**src/rtl/alu_issue_queue.sv**
```systemverilog
// ALU reservation station with 4 entries, result-broadcast wakeup, and select-and-issue; ALU_ISQ_AGE_SELECT_EN picks the oldest eligible entry instead of the lowest index.
// Latency: an entry with ready operands issues in the cycle after dispatch; a broadcast-woken entry issues in the cycle after the broadcast.
// Backpressure: the selected entry is held while alu_iss_ready=0; disp_ready is low when all entries are full.
module alu_issue_queue #(
    parameter int DEPTH = 4,
    parameter int TAG_W = 6
) (
    input  logic             clk,
    input  logic             rst_n,
    input  logic             flush,
    input  logic             disp_valid,
    output logic             disp_ready,
    input  logic [2:0]       disp_ctrl,
    input  logic [TAG_W-1:0] disp_rob_num,
    input  logic             disp_src1_rdy,
    input  logic             disp_src2_rdy,
    input  logic [TAG_W-1:0] disp_src1_tag,
    input  logic [TAG_W-1:0] disp_src2_tag,
    input  logic [31:0]      disp_src1_val,
    input  logic [31:0]      disp_src2_val,
    input  logic             wb_valid,
    input  logic [TAG_W-1:0] wb_tag,
    input  logic [31:0]      wb_data,
    output logic [66:0]      alu_data,
    output logic [TAG_W-1:0] alu_rob_num,
    output logic             alu_iss,
    input  logic             alu_iss_ready,
    output logic [2:0]       occupancy
);
    localparam int IDX_W = $clog2(DEPTH);

    logic [DEPTH-1:0] valid_q, valid_d, s1_rdy_q, s1_rdy_d, s2_rdy_q, s2_rdy_d;
    logic [2:0]       ctrl_q   [DEPTH];
    logic [2:0]       ctrl_d   [DEPTH];
    logic [TAG_W-1:0] rob_q    [DEPTH];
    logic [TAG_W-1:0] rob_d    [DEPTH];
    logic [TAG_W-1:0] s1_tag_q [DEPTH];
    logic [TAG_W-1:0] s1_tag_d [DEPTH];
    logic [TAG_W-1:0] s2_tag_q [DEPTH];
    logic [TAG_W-1:0] s2_tag_d [DEPTH];
    logic [31:0]      s1_val_q [DEPTH];
    logic [31:0]      s1_val_d [DEPTH];
    logic [31:0]      s2_val_q [DEPTH];
    logic [31:0]      s2_val_d [DEPTH];
    logic [2:0]       occ_q, occ_d;
`ifdef ALU_ISQ_AGE_SELECT_EN
    // age_q[j][i] set means entry j was dispatched before entry i
    logic [DEPTH-1:0] age_q [DEPTH];
    logic [DEPTH-1:0] age_d [DEPTH];
    logic             older_elig;
`endif

    logic [DEPTH-1:0] eligible;
    logic             any_elig, free_found, disp_fire, iss_fire;
    logic [IDX_W-1:0] sel_idx, free_idx;

    assign disp_ready = (occ_q < 3'd4);
    assign occupancy  = occ_q;
    assign eligible   = valid_q & s1_rdy_q & s2_rdy_q;

    always_comb begin
        any_elig = 1'b0;
        sel_idx  = '0;
`ifdef ALU_ISQ_AGE_SELECT_EN
        older_elig = 1'b0;
        for (int i = 0; i < DEPTH; i++) begin
            older_elig = 1'b0;
            for (int j = 0; j < DEPTH; j++) begin
                if (j != i && eligible[j] && age_q[j][i]) older_elig = 1'b1;
            end
            if (eligible[i] && !older_elig && !any_elig) begin
                any_elig = 1'b1;
                sel_idx  = IDX_W'(i);
            end
        end
`else
        for (int i = 0; i < DEPTH; i++) begin
            if (eligible[i] && !any_elig) begin
                any_elig = 1'b1;
                sel_idx  = IDX_W'(i);
            end
        end
`endif
        alu_iss     = any_elig && !flush;
        alu_data    = alu_iss ? {ctrl_q[sel_idx], s2_val_q[sel_idx], s1_val_q[sel_idx]} : '0;
        alu_rob_num = alu_iss ? rob_q[sel_idx] : '0;
    end

    always_comb begin
        free_found = 1'b0;
        free_idx   = '0;
        for (int i = 0; i < DEPTH; i++) begin
            if (!valid_q[i] && !free_found) begin
                free_found = 1'b1;
                free_idx   = IDX_W'(i);
            end
        end
        disp_fire = disp_valid && disp_ready && !flush && free_found;
        iss_fire  = alu_iss && alu_iss_ready;

        valid_d  = valid_q;
        s1_rdy_d = s1_rdy_q;
        s2_rdy_d = s2_rdy_q;
        ctrl_d   = ctrl_q;
        rob_d    = rob_q;
        s1_tag_d = s1_tag_q;
        s2_tag_d = s2_tag_q;
        s1_val_d = s1_val_q;
        s2_val_d = s2_val_q;
`ifdef ALU_ISQ_AGE_SELECT_EN
        age_d    = age_q;
`endif

        for (int i = 0; i < DEPTH; i++) begin
            if (valid_q[i] && wb_valid) begin
                if (!s1_rdy_q[i] && s1_tag_q[i] == wb_tag) begin
                    s1_rdy_d[i] = 1'b1;
                    s1_val_d[i] = wb_data;
                end
                if (!s2_rdy_q[i] && s2_tag_q[i] == wb_tag) begin
                    s2_rdy_d[i] = 1'b1;
                    s2_val_d[i] = wb_data;
                end
            end
        end

        if (iss_fire) valid_d[sel_idx] = 1'b0;

        // The free slot comes from registered valid bits, so it can never be the slot issuing now
        if (disp_fire) begin
            valid_d[free_idx]  = 1'b1;
            ctrl_d[free_idx]   = disp_ctrl;
            rob_d[free_idx]    = disp_rob_num;
            s1_tag_d[free_idx] = disp_src1_tag;
            s2_tag_d[free_idx] = disp_src2_tag;
            s1_rdy_d[free_idx] = disp_src1_rdy || (wb_valid && disp_src1_tag == wb_tag);
            s2_rdy_d[free_idx] = disp_src2_rdy || (wb_valid && disp_src2_tag == wb_tag);
            s1_val_d[free_idx] = disp_src1_rdy ? disp_src1_val : wb_data;
            s2_val_d[free_idx] = disp_src2_rdy ? disp_src2_val : wb_data;
`ifdef ALU_ISQ_AGE_SELECT_EN
            for (int j = 0; j < DEPTH; j++) begin
                age_d[j][free_idx] = 1'b1;
                age_d[free_idx][j] = 1'b0;
            end
`endif
        end

        if (flush) begin
            valid_d = '0;
            occ_d   = '0;
        end else begin
            occ_d = occ_q + {2'b00, disp_fire} - {2'b00, iss_fire};
        end
    end

    always_ff @(posedge clk or negedge rst_n) begin
        if (!rst_n) begin
            valid_q  <= '0;
            s1_rdy_q <= '0;
            s2_rdy_q <= '0;
            ctrl_q   <= '{default: '0};
            rob_q    <= '{default: '0};
            s1_tag_q <= '{default: '0};
            s2_tag_q <= '{default: '0};
            s1_val_q <= '{default: '0};
            s2_val_q <= '{default: '0};
            occ_q    <= '0;
`ifdef ALU_ISQ_AGE_SELECT_EN
            age_q    <= '{default: '0};
`endif
        end else begin
            valid_q  <= valid_d;
            s1_rdy_q <= s1_rdy_d;
            s2_rdy_q <= s2_rdy_d;
            ctrl_q   <= ctrl_d;
            rob_q    <= rob_d;
            s1_tag_q <= s1_tag_d;
            s2_tag_q <= s2_tag_d;
            s1_val_q <= s1_val_d;
            s2_val_q <= s2_val_d;
            occ_q    <= occ_d;
`ifdef ALU_ISQ_AGE_SELECT_EN
            age_q    <= age_d;
`endif
        end
    end
endmodule

```
**config.mk**
```make
export PLATFORM = sky130hd
export DESIGN_NAME = alu_issue_queue
export DESIGN_NICKNAME = d
export VERILOG_FILES = /design/src/rtl/alu_issue_queue.sv
export SDC_FILE = /design/constraint.sdc
export NUM_CORES = 1
export LEC_CHECK = 0
export ABC_AREA = 1
export ABC_CLOCK_PERIOD_IN_PS = 3750
export CORE_MARGIN = 4
export CORE_UTILIZATION = 50
export DETAILED_ROUTE_END_ITERATION = 10
export GPL_TIMING_DRIVEN = 0
export PLACE_DENSITY = 0.69
export SLEW_MARGIN = 10
export SYNTH_ARGS = -nofsm -noshare
export SYNTH_HDL_FRONTEND = slang
export SYNTH_SLANG_ARGS = --single-unit
```
**constraint.sdc**
```tcl
create_clock -name clk -period 3.75 [get_ports clk]
set_input_delay 0.75 -clock clk [delete_from_list [all_inputs] [get_ports clk]]
set_output_delay 0.75 -clock clk [all_outputs]
set_load 0.05 [all_outputs]
```
==> metrics.txt, run 1 <==
# TYPE chip_impl_metric gauge
chip_impl_info{name="run_status",value="completed"} 1
chip_impl_info{name="end_kind",value="primary output"} 1
chip_impl_metric{name="syn_area_per_cell",unit="um^2"} 6.575
chip_impl_metric{name="ys_async_sr_fraction",unit="%"} 100.0
chip_impl_metric{name="r2r_setup_slack",unit="ns"} 1.14
chip_impl_metric{name="maxSlewViolCount",unit=""} 0
chip_impl_metric{name="vias_in_the_first_global_route",unit=""} 23700
chip_impl_metric{name="cts.sinks",unit=""} 355
chip_impl_metric{name="tritoncts.num_buffers",unit=""} 43
chip_impl_metric{name="synth-seq-area-share",unit="%"} 39.83
chip_impl_metric{name="detail_route.wirelength",unit="um"} 93270
chip_impl_metric{name="instances_no_fill",unit=""} 4267
chip_impl_metric{name="report.final.setup_viol",unit=""} 0
chip_impl_metric{name="synth-edff-count",unit=""} 0
chip_impl_info{name="globalRoute.busiestLayer",value="met2"} 1
chip_impl_metric{name="overflow",unit=""} 0
chip_impl_info{name="hold_path.class",value="in2async"} 1
chip_impl_metric{name="core_region_area",unit="um^2"} 44120
chip_impl_metric{name="io-pin-count",unit=""} 209
chip_impl_metric{name="drcViolationCount",unit=""} 0
chip_impl_metric{name="maximum_fanout_count_along_the_critical_path",unit=""} 10
chip_impl_metric{name="vias_per_cell",unit=""} 5.824
chip_impl_metric{name="floorplan.initialDensity",unit="%"} 50.54
chip_impl_metric{name="hold_buffers",unit=""} 0
chip_impl_info{name="crit_path_kind",value="reg2out"} 1
chip_impl_metric{name="grt_start_max_net_pins",unit=""} 108
chip_impl_info{name="ctsRootBufferMaster",value="sky130_fd_sc_hd__clkbuf_16"} 1
chip_impl_metric{name="post_synthesis_sequential_element_count",unit=""} 355
chip_impl_info{name="tritoncts",value="built"} 1
chip_impl_info{name="primary_flip_flop_cell_chosen_by_synthesis_mapping",value="sky130_fd_sc_hd__dfrtp_1"} 1
chip_impl_metric{name="globalplace.congestion",unit=""} 0.9671
chip_impl_metric{name="synthDistinctLibCells",unit=""} 33
chip_impl_metric{name="maxSlewHeadroom",unit="%"} 28.71
chip_impl_metric{name="timing.reg2reg.worst_path_depth",unit=""} 9
chip_impl_metric{name="layout_min_cycle_time",unit="ns"} 3.735
chip_impl_metric{name="synth_top_area_share",unit="%"} 39.83
chip_impl_metric{name="irDropWorstVdd",unit="mV"} 0.4135
chip_impl_metric{name="routedWlPerCell",unit="um"} 21.86
chip_impl_info{name="synth.most_common_cell",value="sky130_fd_sc_hd__nand2_1"} 1
chip_impl_metric{name="die_area",unit="um^2"} 48050
chip_impl_metric{name="clockBufferDepth",unit=""} 3
chip_impl_metric{name="postCtsSetupRepairBufs",unit=""} 0
chip_impl_metric{name="layout_worst_path_cycle_share",unit="%"} 99.60
chip_impl_info{name="reg_to_reg_critical_path_startpoint",value="valid_q[3]"} 1
chip_impl_metric{name="drt_pre_antenna_iters",unit=""} 7
chip_impl_metric{name="postSynthCellCount",unit=""} 3392
chip_impl_metric{name="die_x",unit="um"} 219.2
chip_impl_metric{name="dr_total_vias",unit=""} 24850
chip_impl_metric{name="placed_cells",unit=""} 4189
chip_impl_metric{name="global_route_wire_length_before_repair",unit="um"} 139200
chip_impl_metric{name="arrival",unit="ns"} 2.98
chip_impl_metric{name="port-buffer-count",unit=""} 202
chip_impl_metric{name="maxClockFrequency",unit="MHz"} 267.7
chip_impl_metric{name="hpwl",unit="um"} 64020
chip_impl_metric{name="globalRouteMet2Util",unit="%"} 57.36
chip_impl_metric{name="dieHeight",unit="um"} 219.2
chip_impl_metric{name="post_route_cells_drive_above_1_share",unit="%"} 9.502
chip_impl_metric{name="grt_antenna_before_repair",unit=""} 3
chip_impl_metric{name="total_leakage_power",unit="nW"} 13.15
chip_impl_metric{name="h-tree-depth",unit=""} 2
chip_impl_metric{name="global_route.usage.met3",unit="%"} 8.613
chip_impl_metric{name="clock_skew",unit="ns"} 0.03091
chip_impl_metric{name="synthesis.nets",unit=""} 3526
chip_impl_metric{name="worstMarginPinSlew",unit="ns"} 1.069
chip_impl_metric{name="synth.cell_area",unit="um^2"} 22300
chip_impl_info{name="post_synth_main_area_contributors",value="sky130_fd_sc_hd__dfrtp_1 (40%), sky130_fd_sc_hd__nand2_1 (21%), sky130_fd_sc_hd__nand3_1 (12%)"} 1
chip_impl_metric{name="area_growth_syn_to_layout",unit="%"} 19.36
chip_impl_metric{name="layout_net_count",unit=""} 3776
chip_impl_metric{name="cp_data_required_time",unit="ns"} 3.00
chip_impl_metric{name="met1_usage",unit="%"} 50.12
chip_impl_metric{name="fill_cells",unit=""} 4312
chip_impl_metric{name="clk_pin_slew",unit="ns"} 0.06
chip_impl_info{name="netlist_top_cells_count",value="sky130_fd_sc_hd__nand2_1 (1243), sky130_fd_sc_hd__nand3_1 (535), sky130_fd_sc_hd__dfrtp_1 (355)"} 1
chip_impl_metric{name="yosys_warnings",unit=""} 0
chip_impl_metric{name="total_of_max_cap_violations",unit=""} 0
chip_impl_metric{name="timing.hold.ws",unit="ns"} 0.1870
chip_impl_metric{name="route.antenna.remaining_nets",unit=""} 0
chip_impl_metric{name="placementRows",unit=""} 77
chip_impl_info{name="worstSetupStartpoint",value="valid_q[0]"} 1
chip_impl_metric{name="worst_skew_pair.late_latency",unit="ns"} 0.60
chip_impl_metric{name="p_per_area",unit="nW/um^2"} 489.3
chip_impl_info{name="timing.critical_path.from_type",value="flop"} 1
chip_impl_info{name="worstReg2RegEnd",value="s1_val_q[13]"} 1
chip_impl_metric{name="hold_viol_final",unit=""} 0
chip_impl_metric{name="drt-initial-drc-count",unit=""} 3212
chip_impl_metric{name="p_total",unit="mW"} 13.03
chip_impl_info{name="netlist.top_cell.by_area",value="sky130_fd_sc_hd__dfrtp_1"} 1
chip_impl_metric{name="grt_util_all_layers",unit="%"} 38.03
[how the worst max path moves through the flow]
| stage | end | slack, ns | depth (start not counted) |
|---|---|---|---|
| floorplan | alu_data[62] | 0.81 | 6 |
| global placement | s1_val_q[69] | -14.70 | 1 |
| finish | alu_data[8] | 0.02 | 9 |
| CTS | alu_rob_num[0] | -0.006 | 9 |
| global route | alu_data[25] | -0.01 | 10 |
| detailed placement | alu_data[61] | -0.26 | 7 |
[registers in the layout (all words and copies together), names as in the netlist]
name / flops
s2_rdy_q: 4
valid_q: 4
s1_rdy_q: 4
occupancy: 3
s1_val_q: 128
ctrl_q: 12
s2_val_q: 128
s1_tag_q: 24
rob_q: 24
s2_tag_q: 24
[layout make-up]
type                       instances  area, um^2  share of cell area, %
sequential                       355        8885                  33.38
multi-input combinational       2407       10720                  40.28
inverter                         386        1449                  5.443
antenna                            2       5.005                0.01880
timing repair buffer             205        1976                  7.421
buffer                           244        1324                  4.973
tap                              592       740.7                  2.782
clock buffer                      60        1271                  4.775
clock inverter                    16       247.7                 0.9306
[what timing repair did]
action | 4_1_cts | 5_1_grt
endpoints found under the setup margin | 74 | 73
resized for setup | 236 | 85
endpoints found under the hold margin | 0 | 0
gates cloned | 0 | 0
[cells in the final DEF (no fill, tap or decap), drive strengths merged]
master | Yosys | final
o21ai | 164 | 164
dlygate4sd2 | 0 | 1
nand4 | 133 | 133
inv | 351 | 352
nand2 | 1246 | 1246
nand3 | 540 | 540
a21oi | 84 | 84
clkinvlp | 0 | 1
o211ai | 1 | 1
o21bai | 4 | 4
o22ai | 1 | 1
xnor2 | 15 | 15
diode | 0 | 2
bufinv | 0 | 6
clkdlybuf4s15 | 0 | 34
ha | 2 | 2
clkinv | 35 | 43
clkbuf | 82 | 164
xor2 | 7 | 7
nand3b | 11 | 11
fa | 1 | 1
clkdlybuf4s18 | 0 | 2
dfrtp | 355 | 355
buf | 162 | 181
clkdlybuf4s50 | 0 | 127
a31oi | 1 | 1
nor3 | 3 | 3
nor2 | 194 | 194
[logic make-up after synthesis]
family	Yosys count	share of synthesized area (%)
simple gates	2127	41.12
xor+xnor	22	0.8640
fa+ha+maj	3	0.2019
flops	355	39.83
buf+inv	630	12.19
compound gates	255	5.790
[metal layers]
| layer | up-vias | wire (um) |
|---|---|---|
| li1 | 11250 | - |
| met1 | 11580 | 36430 |
| met2 | 1638 | 40220 |
| met3 | 391 | 10550 |
| met4 | 2 | 6055 |
| met5 | - | 13 |
[where the power goes]
group / leakage, nW / total (mW) / switching (mW) / internal [mW]
registers: 4.01 / 5.02 / 0.353 / 4.67
clock network: 0.751 / 4.58 / 1.81 / 2.77
logic: 8.39 / 3.43 / 2.31 / 1.11
[stage by stage]
stage | utilization, % | worst slack, ns | area (um^2) | TNS, ns
after floorplan | - | 0.8132 | 22300 | 0
after global placement | 56.81 | -14.70 | 25070 | -5212.25
after detailed placement | 57.00 | -0.2605 | 25150 | -9.775
after CTS | 60.60 | -0.005743 | 26740 | -0.005743
after global routing | 60.32 | -0.01171 | 26620 | -0.01171
final | 60.33 | 0.01514 | 26620 | 0
[worst max-delay path: stages, from the launching register on]
cell	delay, ns
sky130_fd_sc_hd__dfrtp_1	0.51
sky130_fd_sc_hd__nand3_2	0.16
sky130_fd_sc_hd__inv_1	0.12
sky130_fd_sc_hd__nor2_2	0.05
sky130_fd_sc_hd__inv_2	0.06
sky130_fd_sc_hd__clkbuf_1	0.65
sky130_fd_sc_hd__nand3_1	0.22
sky130_fd_sc_hd__nand3_1	0.14
sky130_fd_sc_hd__a21oi_1	0.09
sky130_fd_sc_hd__clkdlybuf4s15_2	0.37
No activity file was read; power rests on OpenSTA's default activity.
==> run 2, diff against run 1 <==
--- a/config.mk
+++ b/config.mk
@@ -8,10 +8,10 @@
 export ABC_AREA = 1
 export ABC_CLOCK_PERIOD_IN_PS = 3750
 export CORE_MARGIN = 4
-export CORE_UTILIZATION = 50
+export CORE_UTILIZATION = 55
 export DETAILED_ROUTE_END_ITERATION = 10
 export GPL_TIMING_DRIVEN = 0
-export PLACE_DENSITY = 0.69
+export PLACE_DENSITY = 0.75
 export SLEW_MARGIN = 10
 export SYNTH_ARGS = -nofsm -noshare
 export SYNTH_HDL_FRONTEND = slang
==> constraint.sdc (replaced) <==
create_clock -name clk -period 3.75 [get_ports clk]
set_input_delay 0.375 -clock clk [delete_from_list [all_inputs] [get_ports clk]]
set_output_delay 0.375 -clock clk [all_outputs]
set_load 0.05 [all_outputs]
==> metrics.txt, run 2 (synthesized netlist as in run 1, its figures left out) <==
# TYPE chip_impl_metric gauge
chip_impl_info{name="run_status",value="completed"} 1
chip_impl_metric{name="dieHeight",unit="um"} 209.4
chip_impl_metric{name="overflow",unit=""} 0
chip_impl_metric{name="multi_input_area",unit="um^2"} 10700
chip_impl_metric{name="total_of_max_cap_violations",unit=""} 0
chip_impl_metric{name="post-place-ws",unit="ns"} 0.3337
chip_impl_metric{name="dpl_cell_area",unit="um^2"} 25070
chip_impl_metric{name="maximum_fanout_count_along_the_critical_path",unit=""} 10
chip_impl_metric{name="core_region_area",unit="um^2"} 39910
chip_impl_metric{name="maxSlewHeadroom",unit="%"} 37.22
chip_impl_metric{name="hpwl",unit="um"} 61650
chip_impl_metric{name="tritoncts.num_buffers",unit=""} 42
chip_impl_metric{name="io-pin-count",unit=""} 209
chip_impl_metric{name="die_x",unit="um"} 209.4
chip_impl_metric{name="area_growth_syn_to_layout",unit="%"} 19.27
chip_impl_info{name="crit_path_kind",value="reg2out"} 1
chip_impl_metric{name="grt_antenna_before_repair",unit=""} 1
chip_impl_metric{name="route.antenna.remaining_nets",unit=""} 0
chip_impl_metric{name="layout_min_cycle_time",unit="ns"} 3.684
chip_impl_metric{name="floorplan.initialDensity",unit="%"} 55.88
chip_impl_metric{name="grt_start_max_net_pins",unit=""} 106
chip_impl_info{name="reg.largest.list",value="s1_val_q (128), s2_val_q (128)"} 1
chip_impl_metric{name="postCtsSetupRepairBufs",unit=""} 0
chip_impl_metric{name="cp_data_required_time",unit="ns"} 3.38
chip_impl_metric{name="dr_total_vias",unit=""} 24940
chip_impl_metric{name="worst_skew_pair.late_latency",unit="ns"} 0.59
chip_impl_metric{name="detail_route.wirelength",unit="um"} 90650
chip_impl_metric{name="maxClockFrequency",unit="MHz"} 271.5
chip_impl_metric{name="post_route_cells_drive_above_1_share",unit="%"} 7.079
chip_impl_info{name="holdCritStartpoint",value="flush"} 1
chip_impl_info{name="end_kind",value="primary output"} 1
chip_impl_metric{name="layout_worst_path_cycle_share",unit="%"} 98.23
chip_impl_metric{name="whs_path_depth",unit=""} 2
chip_impl_metric{name="clockBufferDepth",unit=""} 3
chip_impl_metric{name="clock_skew",unit="ns"} 0.02843
chip_impl_metric{name="placementRows",unit=""} 73
chip_impl_metric{name="hold_viol_final",unit=""} 0
chip_impl_info{name="hold_path.class",value="in2reg"} 1
chip_impl_metric{name="port-buffer-count",unit=""} 202
chip_impl_metric{name="drcViolationCount",unit=""} 0
chip_impl_info{name="worstReg2RegEnd",value="s2_val_q[27]"} 1
chip_impl_metric{name="die_area",unit="um^2"} 43840
chip_impl_info{name="timing.critical_path.from_type",value="flop"} 1
chip_impl_info{name="most_frequent_standard_cell_in_the_layout_excluding_fill_and_tap_cells",value="sky130_fd_sc_hd__nand2_1"} 1
chip_impl_metric{name="arrival",unit="ns"} 3.31
chip_impl_info{name="rsz_0062_raised_after_global_routing",value="no"} 1
chip_impl_metric{name="fin_util",unit="%"} 66.64
chip_impl_metric{name="p_total",unit="mW"} 12.61
chip_impl_metric{name="vias_per_cell",unit=""} 5.940
chip_impl_metric{name="layout_cell_area_excl_fill",unit="um^2"} 26600
chip_impl_metric{name="drt_pre_antenna_iters",unit=""} 6
chip_impl_metric{name="r2r_setup_slack",unit="ns"} 1.20
chip_impl_metric{name="setup-tns-final",unit="ns"} 0
chip_impl_info{name="reg_to_reg_critical_path_startpoint",value="valid_q[1]"} 1
chip_impl_metric{name="globalplace.congestion",unit=""} 1.014
chip_impl_metric{name="routedWlPerCell",unit="um"} 21.59
chip_impl_metric{name="sequential_cell_area",unit="um^2"} 8884
chip_impl_metric{name="clk_pin_slew",unit="ns"} 0.06
chip_impl_info{name="min_delay_worst_endpoint",value="valid_q[0]"} 1
chip_impl_metric{name="cts.sinks",unit=""} 355
chip_impl_metric{name="layout_net_count",unit=""} 3776
chip_impl_metric{name="timing.reg2reg.worst_path_depth",unit=""} 7
chip_impl_metric{name="layout_setup_ws",unit="ns"} 0.06645
chip_impl_metric{name="p_per_area",unit="nW/um^2"} 474.2
chip_impl_metric{name="maxSlewViolCount",unit=""} 0
chip_impl_metric{name="irDropWorstVdd",unit="mV"} 0.3564
chip_impl_metric{name="global_route_wire_length_before_repair",unit="um"} 136400
chip_impl_metric{name="total_leakage_power",unit="nW"} 14.15
chip_impl_info{name="ctsRootBufferMaster",value="sky130_fd_sc_hd__clkbuf_16"} 1
chip_impl_metric{name="grt_util_all_layers",unit="%"} 39.89
chip_impl_metric{name="vias_in_the_first_global_route",unit=""} 23900
chip_impl_metric{name="drt-initial-drc-count",unit=""} 3451
chip_impl_info{name="most-common-layout-cells",value="sky130_fd_sc_hd__nand2_1 (1243), sky130_fd_sc_hd__nand3_1 (535), sky130_fd_sc_hd__dfrtp_1 (355)"} 1
chip_impl_metric{name="worstMarginPinSlew",unit="ns"} 0.9319
chip_impl_metric{name="fill_cells",unit=""} 3663
chip_impl_metric{name="h-tree-depth",unit=""} 2
chip_impl_info{name="tritoncts",value="built"} 1
chip_impl_metric{name="report.final.setup_viol",unit=""} 0
[run 2: cell count changes in the layout (fill, tap and decap cells not counted), sizes merged, moves of 2 or more]
cell and change:
buf -16, bufinv -3, clkbuf -25, clkdlybuf4s15 -34, clkdlybuf4s18 -2, clkinv +3
dlygate4sd2 +14, dlymetal6s2s +58, inv +3
[run 2: worst max-delay path by stage]
stage | startpoint | end | slack (ns)
after floorplan | occupancy[2] | occupancy[2] | 1.36
after global placement | rst_n | s1_val_q[8] | -14.01
after detailed placement | valid_q[2] | alu_data[45] | 0.33
after CTS | valid_q[2] | alu_data[62] | 0.02
after global routing | valid_q[2] | alu_data[44] | 0.006
final | valid_q[3] | alu_data[44] | 0.07
[run 2: final cells by class]
cell class	count	area share, %
clock buffers	56	4.412
flip-flops and latches	355	33.40
multi-input cells	2407	40.23
well taps	525	2.469
plain buffers	244	4.798
clock inverters	19	0.7996
inverters	386	5.447
diodes	1	0.009407
repair buffers	206	8.443
[run 2: per-stage QoR]
stage	std cells	hold WS (ns)
3_5_place_dp	4122	0.3605
3_3_place_gp	4119	0.4568
4_1_cts	4198	0.05821
2_1_floorplan	3392	0.07941
5_1_grt	4198	0.1032
6_report	4199	0.06842
[run 2: worst max-delay path: stages (launching register included)]
cell                            delay, ns
sky130_fd_sc_hd__dfrtp_1             0.47
sky130_fd_sc_hd__nand3_1             0.18
sky130_fd_sc_hd__inv_1               0.10
sky130_fd_sc_hd__nand4_2             0.13
sky130_fd_sc_hd__nand2_1             0.12
sky130_fd_sc_hd__buf_2               0.31
sky130_fd_sc_hd__buf_2               0.38
sky130_fd_sc_hd__nand3_1             0.13
sky130_fd_sc_hd__a21oi_1             0.32
sky130_fd_sc_hd__dlygate4sd2_1       0.59
[run 2: power by group]
group	switching (mW)	total [mW]	internal (mW)	leakage (nW)
registers	0.353	5.02	4.67	4.01
logic	2.29	3.40	1.12	9.46
clock network	1.77	4.19	2.43	0.685
[run 2: what timing repair did]
action / in CTS / in global routing
setup endpoints to repair: 61 / 59
gates cloned: 0 / 0
hold buffers: 1 / 0
endpoints found under the hold margin: 63 / 0
resized for setup: 18 / 61
[run 2: per-layer routing]
layer  global-route usage [%]  wire length [um]  share of wire, %
met1                    51.38             34250                38
met2                    60.18             39050                43
met3                    11.33             11360                13
met4                    23.47              5990               6.6
met5                        0                 0                 0
